File: config.mk
export PLATFORM = sky130hd
export DESIGN_NAME = rom_line_arbiter
export DESIGN_NICKNAME = d
export VERILOG_FILES = /design/src/rtl/rom_line_arbiter.sv
export SDC_FILE = /design/constraint.sdc
export NUM_CORES = 1
export LEC_CHECK = 0
export ABC_AREA = 1
export BUFFER_PORTS_ARGS = -buffer_cell sky130_fd_sc_hd__buf_2
export CELL_PAD_IN_SITES_DETAIL_PLACEMENT = 1
export CELL_PAD_IN_SITES_GLOBAL_PLACEMENT = 1
export CORE_MARGIN = 8
export CORE_UTILIZATION = 24
export CTS_CLUSTER_DIAMETER = 120
export DETAILED_ROUTE_END_ITERATION = 7
export GPL_TIMING_DRIVEN = 0
export PLACE_DENSITY = 0.64
export SKIP_LAST_GASP = 1
export SLEW_MARGIN = 20
export SYNTH_ARGS = -nofsm -noshare
export SYNTH_HDL_FRONTEND = slang
export SYNTH_SLANG_ARGS = --single-unit
File: constraint.sdc
create_clock -name clk -period 7.1 [get_ports clk]
set_input_delay 0.71 -clock clk [delete_from_list [all_inputs] [get_ports clk]]
set_output_delay 0.71 -clock clk [all_outputs]
set_load 0.01 [all_outputs]
File: src/rtl/rom_line_arbiter.sv
// Arbitrates I-cache and D-cache line refills onto the shared ROM port, one line read at a time.
// Define ROM_ARB_RR_EN for round-robin tie-breaking; the default build gives the I-port priority.
module rom_line_arbiter #(
   parameter int unsigned ROM_DELAY           = 5,
   parameter int unsigned TIMEOUT             = 15,
   parameter int unsigned CACHE_WORD_ADR_SIZE = 2,
   parameter int unsigned LINE_WORDS          = 2**CACHE_WORD_ADR_SIZE
) (
   input  logic                        clk,
   input  logic                        rst,
   input  logic                        i_req,
   input  logic [31:0]                 i_addr,
   output logic                        i_ack,
   input  logic                        d_req,
   input  logic [31:0]                 d_addr,
   output logic                        d_ack,
   output logic [LINE_WORDS-1:0][31:0] line_data,
   output logic [31:0]                 rom_addr,
   output logic                        rom_re,
   input  logic [LINE_WORDS-1:0][31:0] rom_data,
   input  logic                        rom_oe,
   output logic                        busy,
   output logic                        timeout_err
);

   localparam int unsigned HoldCycles = ROM_DELAY + 2;
   localparam int unsigned CntMax     = (TIMEOUT > HoldCycles) ? TIMEOUT : HoldCycles;
   localparam int unsigned CntW       = $clog2(CntMax + 1);
   localparam logic [CntW-1:0] HoldLast = CntW'(HoldCycles - 1);
   localparam logic [CntW-1:0] WaitLast = CntW'(TIMEOUT - 1);
   localparam logic [31:0]     LineMask = 32'hFFFF_FFFF << (CACHE_WORD_ADR_SIZE + 2);

   typedef enum logic [2:0] {StHoldoff, StIdle, StIssue, StWait, StResp} state_e;

   state_e                      state_q, state_d;
   logic [CntW-1:0]             cnt_q, cnt_d;
   logic                        sel_q, sel_d;    // 1: D-port granted
   logic [31:0]                 addr_q, addr_d;
   logic [LINE_WORDS-1:0][31:0] line_q, line_d;
   logic                        err_q, err_d;
`ifdef ROM_ARB_RR_EN
   logic                        last_q, last_d;  // 1: D-port was granted last
`endif

   always_ff @(posedge clk or posedge rst) begin
      if (rst) begin
         state_q <= StHoldoff;
         cnt_q   <= '0;
         sel_q   <= 1'b0;
         addr_q  <= '0;
         line_q  <= '0;
         err_q   <= 1'b0;
`ifdef ROM_ARB_RR_EN
         last_q  <= 1'b1;
`endif
      end else begin
         state_q <= state_d;
         cnt_q   <= cnt_d;
         sel_q   <= sel_d;
         addr_q  <= addr_d;
         line_q  <= line_d;
         err_q   <= err_d;
`ifdef ROM_ARB_RR_EN
         last_q  <= last_d;
`endif
      end
   end

   always_comb begin
      state_d = state_q;
      cnt_d   = cnt_q;
      sel_d   = sel_q;
      addr_d  = addr_q;
      line_d  = line_q;
      err_d   = err_q;
`ifdef ROM_ARB_RR_EN
      last_d  = last_q;
`endif
      unique case (state_q)
         // A read issued before reset may still be in flight inside the ROM; let it drain.
         StHoldoff: begin
            cnt_d = cnt_q + 1'b1;
            if (cnt_q == HoldLast) begin
               cnt_d   = '0;
               state_d = StIdle;
            end
         end
         StIdle: begin
            if (i_req || d_req) begin
`ifdef ROM_ARB_RR_EN
               sel_d = d_req && (!i_req || !last_q);
`else
               sel_d = !i_req;
`endif
               addr_d  = (sel_d ? d_addr : i_addr) & LineMask;
               state_d = StIssue;
            end
         end
         StIssue: begin
            cnt_d   = '0;
            state_d = StWait;
         end
         StWait: begin
            cnt_d = cnt_q + 1'b1;
            if (rom_oe) begin
               line_d  = rom_data;
               state_d = StResp;
            end else if (cnt_q == WaitLast) begin
               line_d  = '0;
               err_d   = 1'b1;
               state_d = StResp;
            end
         end
         StResp: begin
`ifdef ROM_ARB_RR_EN
            last_d  = sel_q;
`endif
            state_d = StIdle;
         end
         default: state_d = StHoldoff;
      endcase
   end

   assign i_ack       = (state_q == StResp) && !sel_q;
   assign d_ack       = (state_q == StResp) && sel_q;
   assign rom_re      = (state_q == StIssue);
   assign rom_addr    = addr_q;
   assign line_data   = line_q;
   assign timeout_err = err_q;
   // The state register sits in HOLDOFF during reset, so busy is masked to read 0 while rst is high.
   assign busy        = !rst && (state_q != StIdle);

endmodule

==> metrics.txt <==
top cells by area, synth=dfrtp_1 58%, nand3_1 9.4%, o21ai_0 8.5%; # H-tree levels=4; RSZ-0062 raised after global routing=no; final setup fails=0; die width=188.1 µm; Setup crit end kind=output port; Core Rows=63; initial antenna violation count=8; Final Hold Viols=0; num ports=about 360; Design Area, Final=between 0.009 and 0.01 mm²; post-detailed-route wirelength per cell=between 15 and 20 µm; number of global-route vias before repair=7380; crit path DAT=1.71 ns; CTS Buf Count=17; layout cells sized above 1=approximately two fifths; Core Footprint=0.02940 mm²; top cell type's share of synthesized area=58.06%; DRT Pass-1 Iters=4; critical path class=input port to output port; Hold WS=0.3683 ns; top cell type by total area after synthesis=dfrtp_1; GRT Total Usage=14.79%; DP Wirelength=20610 µm; worst r2r src=cnt_q[0]$_DFFE_PP0P_; clk_lat worst skew=0.42 ns; # clock sinks=165; register area share after synthesis=58.06%; Syn Area/Cell=9.106 µm²; Worst Hold Class=input port to asynchronous set/reset pin; P&R area growth vs syn=40.20%; commonest cells after routing, fill and taps aside=377 x buf_2, 165 x dfrtp_1, 138 x inv_1; worst r2r path cells=7; Die Height=around 190 µm; placed insts=1524; Nets=around 1400; Initial Util=24.19%; VDD IR max=0.0001277 V; synthesized flop and latch total=165; Root Buffer=clkbuf_16; global-route wire length before repair=41950 µm; Filler cells=3600; Pins Over Slew Limit=0; Worst Path Max Fanout=91; most common cell after layout, fill and taps aside=buf_2; Worst slew margin=52.38%; remaining antenna violation count after routing=0; clk_skew=around 0.016 ns; DR vias=6696; Post-CTS Hold Buffers=0; Via density=between 4 and 5; synthesized area=just over 0.007 mm²; final wirelength=26490 µm; Synth Instances=781; DRC viols=0; largest net degree at the start of global routing=about 90; Synth cell types=26; final RePlAce weighted congestion=approximately 0.79; Congestion Overflow GR=0; Finished Layout Cells=1561; TritonCTS clock tree=yes; final critical-path required period=2.423 ns; clock buffer depth=2; worst reg2reg endpoint=line_data[92]$_DFFE_PP0P_; status=finished clean; die area=0.03540 mm²; Max Cap Viol=0; Pleak=around 5.3 nW; Worst Path Required=~6.4 ns; Least-Margin Pin Slew=roughly 0.71 ns; cts repair resizes=0; Final Power=0.004068 W; Max Clk Rate=412.8 MHz; Worst Setup Start Kind=input port; initial DRC count=217; Placed Area=0.009393 mm²; Clock Pin Slew Worst Setup and Hold Paths=approximately 0.08 ns; Tcrit/Tclk final=34.12%; post-CTS setup buffers=0; PD cells=about 410 mW/mm²; final core area utilization=33.91%; Worst R2R Setup Slack=~5.3 ns; yosys warns=0; Buffers on Ports=~350
## power breakdown
group	switching (W)	internal [W]
Clock	0.000425	0.000479
Combinational	0.000962	0.000606
Sequential	0.000230	0.00137
## registers in the layout, summed over array words and instances (netlist names)
name,flops
rom_addr,28
state_q,3
line_data,128
timeout_err,1
cnt_q,4
sel_q,1
## metal layers
metal	share of wire (%)	wire length, µm	track usage (%)
met1	44	11530	18.32
met2	49	12920	24.56
met3	5.9	1566	4.030
met4	1.6	434	4.879
met5	0.13	34	0
## critical path, stage by stage
cell	delay, ns
buf_2	0.13
inv_8	0.43
nand2_1	0.11
inv_1	0.08
buf_2	0.13
## through the flow
step | TNS, ns | setup WS (ns)
after floorplan | 0 | 1.909
after global placement | -95.51 | -0.5986
after detailed placement | 0 | 4.649
after CTS | 0 | 4.654
after global routing | 0 | 4.532
final | 0 | 4.677
## worst max-delay path by stage
| stage | startpoint | endpoint | slack, ns | cells after the start |
|---|---|---|---|---|
| final | rst | busy | 4.68 | 5 |
| after global routing | rst | busy | 4.53 | 5 |
| after CTS | rst | busy | 4.65 | 5 |
| after detailed placement | rst | busy | 4.65 | 5 |
| after global placement | rst | line_data[100]$_DFFE_PP0P_ | -0.60 | 2 |
| after floorplan | rst | cnt_q[0]$_DFFE_PP0P_ | 1.91 | 1 |
## cell type report
type	instances	area (µm²)	area share, %
sequential	165	4129	41.41
tap	390	488.0	4.894
clock buffer	19	452.9	4.543
clock inverter	13	112.6	1.129
antenna	5	12.51	0.1255
buffer	55	289.0	2.899
inverter	140	533.0	5.346
multi-input combinational	424	2180	21.86
timing repair buffer	350	1774	17.79
## synthesized netlist by cell type
| cell | instances |
|---|---|
| a21oi_1 | 1 |
| a21oi_2 | 1 |
| a31oi_1 | 1 |
| and3_1 | 1 |
| buf_1 | 1 |
| buf_2 | 28 |
| buf_4 | 6 |
| buf_6 | 2 |
| clkbuf_1 | 17 |
| clkbuf_8 | 1 |
| conb_1 | 1 |
| dfrtp_1 | 165 |
| ha_1 | 2 |
| inv_1 | 139 |
| inv_2 | 1 |
| mux2_2 | 28 |
| nand2_1 | 100 |
| nand2_2 | 1 |
| nand3_1 | 134 |
| nand3b_1 | 1 |
| nor2_1 | 14 |
| nor2_2 | 1 |
| nor4_1 | 1 |
| o21ai_0 | 121 |
| o21ai_1 | 12 |
| o21bai_1 | 1 |
## logic make-up after synthesis
group                      Yosys count  share of synthesized area, %
other                                1                       0.05273
AOI/OAI and AO/OA                  137                         9.747
adders and majority gates            2                        0.3518
and+or+nand+nor                    253                         15.90
buffers and inverters              195                         11.45
muxes                               28                         4.433
DFF                                165                         58.06
Power figures use the tool's default switching activity.
